**src/rtl/sample_sched_pkg.sv**
```systemverilog
// Shared types and constant schedules for the time-multiplexed sample-network evaluator.
// Operand pool layout: captured inputs a..e occupy bits 0..4, intermediates f..l bits 5..12.
package sample_sched_pkg;

    typedef enum logic [2:0] {
        OP_OR   = 3'd0,
        OP_AND  = 3'd1,
        OP_XOR  = 3'd2,
        OP_ANDN = 3'd3,
        OP_NOT  = 3'd4
    } op_e;

    typedef enum logic [3:0] {
        IN_A   = 4'd0,
        IN_B   = 4'd1,
        IN_C   = 4'd2,
        IN_D   = 4'd3,
        IN_E   = 4'd4,
        SRC_F  = 4'd5,
        SRC_G  = 4'd6,
        SRC_H  = 4'd7,
        SRC_I  = 4'd8,
        SRC_J1 = 4'd9,
        SRC_J  = 4'd10,
        SRC_K  = 4'd11,
        SRC_L  = 4'd12
    } src_e;

    typedef enum logic [3:0] {
        DST_F  = 4'd0,
        DST_G  = 4'd1,
        DST_H  = 4'd2,
        DST_I  = 4'd3,
        DST_J1 = 4'd4,
        DST_J  = 4'd5,
        DST_K  = 4'd6,
        DST_L  = 4'd7,
        DST_O  = 4'd8,
        DST_P  = 4'd9
    } dst_e;

    localparam int unsigned NUM_INT = 10;

    typedef struct packed {
        op_e  op;
        src_e src0;
        src_e src1;
        dst_e dst;
    } step_t;

    // ANDN computes !src0 & src1; NOT uses src0 only.
    localparam step_t SCHED1 [10] = '{
        '{OP_OR,   IN_A,   IN_B,   DST_F},
        '{OP_AND,  IN_B,   IN_D,   DST_G},
        '{OP_ANDN, IN_D,   IN_E,   DST_L},
        '{OP_NOT,  SRC_L,  SRC_L,  DST_O},
        '{OP_XOR,  SRC_F,  SRC_G,  DST_H},
        '{OP_OR,   IN_C,   SRC_H,  DST_I},
        '{OP_OR,   IN_E,   SRC_F,  DST_J1},
        '{OP_OR,   SRC_J1, SRC_G,  DST_J},
        '{OP_AND,  SRC_I,  SRC_J,  DST_K},
        '{OP_NOT,  SRC_K,  SRC_K,  DST_P}
    };

    localparam step_t SCHED2 [5][2] = '{
        '{'{OP_OR,  IN_A,  IN_B,  DST_F},  '{OP_AND,  IN_B,   IN_D,  DST_G}},
        '{'{OP_XOR, SRC_F, SRC_G, DST_H},  '{OP_OR,   IN_E,   SRC_F, DST_J1}},
        '{'{OP_OR,  IN_C,  SRC_H, DST_I},  '{OP_OR,   SRC_J1, SRC_G, DST_J}},
        '{'{OP_AND, SRC_I, SRC_J, DST_K},  '{OP_ANDN, IN_D,   IN_E,  DST_L}},
        '{'{OP_NOT, SRC_K, SRC_K, DST_P},  '{OP_NOT,  SRC_L,  SRC_L, DST_O}}
    };

    function automatic int unsigned sched_steps(input int unsigned lanes);
        return (lanes == 32'd2) ? 32'd5 : 32'd10;
    endfunction

    function automatic step_t sched_entry(input int unsigned lanes, input logic [3:0] step,
                                          input logic lane);
        step_t r;
        r = SCHED1[0];
        if (lanes == 32'd2) begin
            if (step < 4'd5) r = SCHED2[step[2:0]][lane];
            else             r = SCHED2[0][lane];
        end else begin
            if (step < 4'd10) r = SCHED1[step];
            else              r = SCHED1[0];
        end
        return r;
    endfunction

    function automatic logic sel_operand(input src_e s, input logic [4:0] in_v,
                                         input logic [7:0] mid_v);
        logic [12:0] pool;
        pool = {mid_v, in_v};
        return pool[s];
    endfunction

endpackage

```
**src/rtl/sample_sched_lu.sv**
```systemverilog
// One-bit shared logic unit: purely combinational, one opcode per cycle.
module sample_sched_lu
    import sample_sched_pkg::*;
(
    input  op_e  op_i,
    input  logic x_i,
    input  logic y_i,
    output logic z_o
);

    // Opcode decode
    always_comb begin
        z_o = 1'b0;
        case (op_i)
            OP_OR:   z_o = x_i | y_i;
            OP_AND:  z_o = x_i & y_i;
            OP_XOR:  z_o = x_i ^ y_i;
            OP_ANDN: z_o = ~x_i & y_i;
            OP_NOT:  z_o = ~x_i;
            default: z_o = 1'b0;
        endcase
    end

endmodule

```
**src/rtl/sample_sched_ctrl.sv**
```systemverilog
// Scheduled evaluator of the five-input sample network over LANES shared logic units.
// Captures a..e on start, runs the fixed schedule, then publishes o/p with a done pulse.
module sample_sched_ctrl
    import sample_sched_pkg::*;
#(
    parameter int unsigned LANES = 1
) (
    input  logic clk,
    input  logic rst,
    input  logic start,
    input  logic a,
    input  logic b,
    input  logic c,
    input  logic d,
    input  logic e,
    output logic busy,
    output logic done,
    output logic o,
    output logic p
);

    if (!(LANES == 1 || LANES == 2)) begin : g_lanes_check
        $error("sample_sched_ctrl: LANES must be 1 or 2");
    end

    localparam int unsigned STEPS     = sched_steps(LANES);
    localparam logic [3:0]  LAST_STEP = 4'(STEPS - 1);

    typedef enum logic [1:0] {
        ST_IDLE = 2'd0,
        ST_EXEC = 2'd1,
        ST_DONE = 2'd2
    } state_e;

    state_e               state_q;
    logic [3:0]           step_q;
    logic [4:0]           in_q;
    logic [NUM_INT-1:0]   int_q;
    logic [NUM_INT-1:0]   int_d;
    logic                 busy_q;
    logic                 done_q;
    logic                 o_q;
    logic                 p_q;

    step_t                lane_step_s [LANES];
    logic [LANES-1:0]     lane_x_s;
    logic [LANES-1:0]     lane_y_s;
    logic [LANES-1:0]     lane_z_s;

    for (genvar gi = 0; gi < LANES; gi++) begin : g_lane
        assign lane_step_s[gi] = sched_entry(LANES, step_q, 1'(gi));
        assign lane_x_s[gi]    = sel_operand(lane_step_s[gi].src0, in_q, int_q[7:0]);
        assign lane_y_s[gi]    = sel_operand(lane_step_s[gi].src1, in_q, int_q[7:0]);

        sample_sched_lu u_lu (
            .op_i (lane_step_s[gi].op),
            .x_i  (lane_x_s[gi]),
            .y_i  (lane_y_s[gi]),
            .z_o  (lane_z_s[gi])
        );
    end

    // Intermediate bank next state: operands come from int_q, so a step never sees its own writes
    always_comb begin
        int_d = int_q;
        for (int l = 0; l < LANES; l++) begin
            int_d[lane_step_s[l].dst] = lane_z_s[l];
        end
    end

    // Control FSM, step counter, register bank and registered outputs
    always_ff @(posedge clk) begin
        if (rst) begin
            state_q <= ST_IDLE;
            step_q  <= 4'd0;
            in_q    <= 5'd0;
            int_q   <= '0;
            busy_q  <= 1'b0;
            done_q  <= 1'b0;
            o_q     <= 1'b1;
            p_q     <= 1'b1;
        end else begin
            case (state_q)
                ST_IDLE: begin
                    done_q <= 1'b0;
                    if (start) begin
                        in_q    <= {e, d, c, b, a};
                        int_q   <= '0;
                        step_q  <= 4'd0;
                        busy_q  <= 1'b1;
                        state_q <= ST_EXEC;
                    end else begin
                        busy_q  <= 1'b0;
                    end
                end
                ST_EXEC: begin
                    int_q <= int_d;
                    if (step_q == LAST_STEP) begin
                        o_q     <= int_d[DST_O];
                        p_q     <= int_d[DST_P];
                        done_q  <= 1'b1;
                        step_q  <= 4'd0;
                        state_q <= ST_DONE;
                    end else begin
                        step_q  <= step_q + 4'd1;
                    end
                end
                ST_DONE: begin
                    done_q  <= 1'b0;
                    busy_q  <= 1'b0;
                    state_q <= ST_IDLE;
                end
                default: begin
                    busy_q  <= 1'b0;
                    done_q  <= 1'b0;
                    state_q <= ST_IDLE;
                end
            endcase
        end
    end

    assign busy = busy_q;
    assign done = done_q;
    assign o    = o_q;
    assign p    = p_q;

endmodule

```
**config.mk**
```make
export PLATFORM = sky130hd
export DESIGN_NAME = sample_sched_ctrl
export DESIGN_NICKNAME = d
export VERILOG_FILES = /design/src/rtl/sample_sched_pkg.sv /design/src/rtl/sample_sched_lu.sv /design/src/rtl/sample_sched_ctrl.sv
export SDC_FILE = /design/constraint.sdc
export NUM_CORES = 1
export LEC_CHECK = 0
export CAP_MARGIN = 20
export CORE_MARGIN = 3
export CORE_UTILIZATION = 64
export DETAILED_ROUTE_END_ITERATION = 6
export PLACE_DENSITY_LB_ADDON = 0.3
export SLEW_MARGIN = 20
export SYNTH_ARGS = -nofsm -noshare
export SYNTH_HDL_FRONTEND = slang
export SYNTH_SLANG_ARGS = --single-unit
```
**constraint.sdc**
```tcl
create_clock -name clk -period 9.6 [get_ports clk]
set_input_delay 1.92 -clock clk [delete_from_list [all_inputs] [get_ports clk]]
set_output_delay 1.92 -clock clk [all_outputs]
set_load 0.03 [all_outputs]
```
Word-level counts from Yosys, hierarchy flattened
Memories as Yosys holds them, arrays and structs flattened.
Cells that the tools add are included.
W data, S select, Z words.
{ "totals": {"ff_bits": 25, "romBits": 240, "input_bits": 8, "out_inout_bits": 4, "word_cells": 61, "mem_count": 1} }
{ "classes": {"n_addsub": 1, "magnitude_cmp": 6, "n_eq_ne": 8, "muxes": 21, "bitwise_logic": 7, "n_reduce_logical": 9} }
{ "memory_table": {"columns": ["name", "words", "width", "rd", "rd_clocked_by_memory_dff", "write_ports", "line_no", "text"], "rows": [
  ["(name not given)", 16, 15, 1, 0, 0, "sample_sched_pkg.sv:85", "if (step < 4'd10) r = SCHED1[step];"]
]} }
{ "op_table": {"columns": ["cell", "count"], "rows": [
  ["$mux W15", 3],
  ["$pmux W10 S2", 1],
  ["$lt A4 B5 Y1 const B", 3],
  ["$bwmux W10", 1],
  ["$mux W10", 1],
  ["$bmux W1 S4", 2],
  ["$mux W4", 2],
  ["$pmux W4 S2", 1],
  ["$reduce_and A2 Y1", 4],
  ["$eq A3 B2 Y1 const B", 2],
  ["$ge A5 B5 Y1 const B", 1],
  ["$not A4 Y5", 1],
  ["$pmux W1 S5", 1],
  ["$add A4 B1 Y4 const B", 1],
  ["$demux W1 S4", 1],
  ["$eq A4 B4 Y1 const B", 1],
  ["$ge A4 B1 Y1 const B", 1],
  ["$lt A4 B4 Y1 const B", 1],
  ["$mux W1", 4],
  ["$mux W2", 2],
  ["$ne A2 B2 Y1 const B", 2],
  ["$pmux W2 S2", 1],
  ["$eq A3 B1 Y1 const B", 1],
  ["$eq A3 B3 Y1 const B", 1],
  ["11 further kinds", 13]
]} }

Logic depth before layout (Yosys ltp)
{ "depth": {"ltp_word": 12, "depth_mapped": 17, "mapped_depth_nobuf": 14} }

Modules after synthesis
A second synthesis with hierarchy kept.
{ "unflattened": {"cells_unflattened": 260, "hier_area_um2": 1950.6} }
{ "modules_own_cells": {"columns": ["mod", "n_inst", "cells_each", "area_per_inst_um2"], "rows": [
  ["sample_sched_ctrl", 1, 250, 1873.0],
  ["sample_sched_lu", 1, 10, 77.6]
]} }

Worst setup path after synthesis
OpenSTA, ideal clock, no wires.
{ "synth_timing": {"path_type": "reg2reg", "start": "register step_q[1]", "end": "register int_q[0]", "setup_time_ps": 85, "arrival_ps": 3212, "path_slack_ps": 6303, "path_stages_with_launch": 17, "period_less_slack_ps": 3297, "cell_sequence": "dfxtp_1 > clkbuf_1 > inv_1 > ha_1 > clkbuf_1 > or3b_1 > o211ai_1 > o21ba_1 > nor4_1 > nor2_1 > ha_1 > nand2_1 > o21ai_0 > nand3b_1 > o311a_1 > buf_6 > o31ai_2"} }
{ "synth_between": {"elab_chain_len": 12, "word_cells_on_any_way": 28} }
{ "synth_rtl": {"columns": ["element", "line_no", "text"], "rows": [
  ["start: declaration", "sample_sched_ctrl.sv:36", "logic [3:0] step_q;"],
  ["start signal: assignment", "sample_sched_ctrl.sv:105", "step_q <= step_q + 4'd1;"],
  ["$not A4 Y5 (implied by the code)", "sample_sched_pkg.sv:85", null],
  ["$mem_v2 Z16 W15", null, null],
  ["$mux W15 (implied by the code) (2 in series)", "sample_sched_pkg.sv:85", null],
  ["$mux W15 (*)", "sample_sched_pkg.sv:85", null],
  ["$bmux W1 S4", "sample_sched_pkg.sv:95", "return pool[s];"],
  ["$mux W1 (implied by the code)", "sample_sched_pkg.sv:95", null],
  ["$not A1 Y1", "sample_sched_lu.sv:18, sample_sched_lu.sv:19", null],
  ["$and A1 B1 Y1", "sample_sched_lu.sv:18", "OP_ANDN: z_o = ~x_i & y_i;"],
  ["$pmux W1 S5", "sample_sched_lu.sv:14", "case (op_i)"],
  ["$bwmux W10 (*)", "sample_sched_ctrl.sv:67", "int_d[lane_step_s[l].dst] = lane_z_s[l];"],
  ["$pmux W10 S2 (*)", "sample_sched_ctrl.sv:83", "case (state_q)"],
  ["end signal: assignment", "sample_sched_ctrl.sv:97", "int_q <= int_d;"],
  ["end: declaration", "sample_sched_ctrl.sv:38", "logic [NUM_INT-1:0] int_q;"]
]} }
Mark *: on every way between the ends. The rest lies on a longest branch, timed or not. The select of a mux whose other input is x is not followed.
A chain may end at the register's enable or synchronous reset.

Worst setup path in the final report
{ "layout_timing": {"start": "register step_q[1]", "end": "register int_q[9]"} }
The elaborated chain is that of the path after synthesis.

==> summary.md <==
| Metric | Value |
|---|---|
| Area leader, netlist | `dfxtp_1` |
| FFs w/ async S/R, synth | `0` |
| # setup viols final | `0` |
| Syn_area_per_cell | `7.804 µm²` |
| Resized cells post-CTS | `0` |
| Largest net degree at the start of global routing | `34` |
| Critical-path top delay cell | `dfxtp_1` |
| Die X | `61.10 µm` |
| Clock transition at path regs | `140 ps` |
| CP cell instances | `inv_1, ha_1, xor2_1, a21oi_4, mux2i_1, or3_1, nand4_1, inv_1, ha_1, nand2_1, o21ai_0, nand3b_1, o311a_1, o21ai_1` |
| Postcts setup bufs | `0` |
| Min-delay worst type | `flop to flop` |
| Core footprint | `2829 µm²` |
| Mean routed wirelength per cell | `16.65 µm` |
| WHS | `478.7 ps` |
| Post-layout util | `0.7284` |
| Clk_lat worst skew | `340 ps` |
| Root Driver | `clkbuf_4` |
| Synth cell types | `59` |
| Max incr delay on CP | `760 ps` |
| CP top delay family | `compound AO/OA/AOI/OAI gates` |
| Overall routing resource usage | `0.2719` |
| CP bufs+invs | `2` |
| Hold Path End | `int_q[9]` |
| Layout cells sized above 1 | `0.09091` |
| Worst hold path depth | `2` |
| Antenna violations before repair | `0` |
| Chip height | `61.10 µm` |
| CTS Buf Count | `3` |
| Drt drc | `1` |
| Tightest Pin Transition | `908.2 ps` |
| Hold_buf cts | `0` |
| Diode count | `0` |
| Vias in the first global route | `1645` |
| Crit end category | `flop` |
| Total Wirelength | `4730 µm` |
| Type of the worst setup path | `flop to flop` |
| Synth area leaders | `dfxtp_1, nor2_1, o31ai_2, nand2_1, ha_1` |
| Nets | `269` |
| LEAKAGE | `0.7577 nW` |
| Startpoint types | `flop` |
| CTS H-tree lvls | `1` |
| Max Slew Vio Count | `0` |
| Post-Syn Nets | `264` |
| Die area | `3733 µm²` |
| Endpoints failing hold | `0` |
| Max FO, Critical Path | `19` |
| EDFF count, synth | `0` |
| Max Root-Sink Buffers | `2` |
| Final period util | `0.4242` |
| Hpwl dp | `3565 µm` |
| Most common cell after layout, fill and taps aside | `nor2_1` |
| First-pass GRT wire length | `7665 µm` |
| Grt total ovfl | `0` |
| R2R depth | `14` |
| First-pass DRT Iterations | `7` |
| Routed vias | `1891` |
| DRT iter0 DRCs | `182` |
| Rows | `19` |
| Worst r2r src | `step_q[1]` |
| Failing checks | `design-rule violations` |
| Max-slew headroom | `0.3937` |
| RR Endpoint | `int_q[9]` |
| Seq cells post-synth | `25` |
| GP Congestion | `0.9178` |
| Worst Path Required | `9820 ps` |
| IO buf count | `11` |
| Commonest cells after routing, fill and taps aside | `nor2_1, nand2_1, dfxtp_1` |
| Vias per inst | `6.658` |
| RSZ-0062 raised after global routing | `no` |
| R2r setup slk | `5530 ps` |
| Fmax | `0.2455 GHz` |
| Register area share after synthesis | `0.2576` |
| Cells after synthesis | `249` |
| Hold Startpoint | `int_q[9]` |
| Num ports | `12` |
| Post-Syn Area | `1943 µm²` |
| Power density cells | `105.9 nW/µm²` |
| Status | `finished with violations` |
| Max-Cap Viols | `0` |
| Setup TNS | `0 ps` |
| Synthesis-to-finish area growth | `6.053%` |
| Final ANT Viol Nets | `0` |
| Post-synth top area share | `0.2576` |
| Initial Util | `0.6869` |
| Crit path DAT | `4290 ps` |
| Synth warn | `0` |
| Clock Sinks | `25` |
| Fin Clk Skew | `9.557 ps` |
| Top FF cell, synth | `dfxtp_1` |
| Peak VDD IR | `0.1111 mV` |
| Fin crit period | `4073 ps` |
| TritonCTS clock tree | `done` |
==> power by group <==
group / switching (mW) / internal [mW]
sequential: 0.00469 / 0.107
combinational: 0.0349 / 0.0205
clock: 0.0347 / 0.0160
total: 0.0744 / 0.144
==> logic make-up after synthesis <==
kind of cell / synth area share
AOI/OAI and AO/OA: 0.2647
muxes: 0.04701
buffers and inverters: 0.05666
DFF: 0.2576
xor gates and xnor gates: 0.009016
adders and majority gates: 0.04507
and+or+nand+nor: 0.3200
==> how the worst max path moves through the flow <==
stage | depth (start not counted) | startpoint | slack, ps | endpoint
floorplan | 16 | step_q[1] | 6300 | int_q[0]
global route | 14 | step_q[1] | 5300 | int_q[9]
detailed placement | 14 | step_q[1] | 5640 | int_q[9]
CTS | 14 | step_q[1] | 5620 | int_q[9]
global placement | 14 | step_q[1] | 5780 | int_q[9]
finish | 14 | step_q[1] | 5530 | int_q[9]
==> Yosys cell counts, types with 3 or more instances <==
cell      instances
a31oi_1           3
o31ai_1           3
nand2b_1         10
and3_1            3
inv_1             8
dfxtp_1          25
a21oi_1          13
clkbuf_1          3
nor3_1            5
nor3b_1           3
o21ai_0          13
ha_1              7
buf_2             3
nand3b_1          3
or3b_1            5
nand2_1          26
o31ai_2           8
nor2b_1           4
mux2i_1           8
or3_1             3
nand3_1          15
o211ai_1          4
nor2_1           28
==> worst min-delay path, cell delays in order, from the launching register on <==
cell and delay (ps):
dfxtp_1 330, o21ai_0 60, o21ai_1 60
==> layer usage <==
layer  vias up  wire length [µm]  track usage
met5         -                 0            0
met2        71              2194       0.4411
met3        12               316      0.04193
met4         0                86      0.08359
li1        922                 -            -
met1       886              2133       0.3701
==> stage by stage <==
stage,instance area (µm²),cells,setup WS (ps),total power [mW]
after global placement,2031,280,5783,0.1676
after global routing,2061,284,5299,0.2282
final,2061,284,5527,0.2181
after CTS,2061,284,5619,0.2178
after detailed placement,2031,280,5643,0.1685
after floorplan,1943,249,6303,0.1564
==> final cells by class <==
cell class                      instances  area [µm²]
Multi-Input combinational cell        202        1333
Fill cell                             245       768.2
Sequential cell                        25       500.5
Timing Repair Buffer                   13       125.1
Tap cell                               31       38.79
Inverter                                9       33.78
Clock buffer                            3       22.52
Clock inverter                          1       7.507
==> state kept, by name, summed over array words and instances, names as in the netlist <==
| name | flops |
|---|---|
| int_q | 10 |
| in_q | 5 |
| step_q | 4 |
| state_q | 2 |
| busy | 1 |
| done | 1 |
| o | 1 |
| p | 1 |
Note: power is estimated with default switching activity, not from simulation.
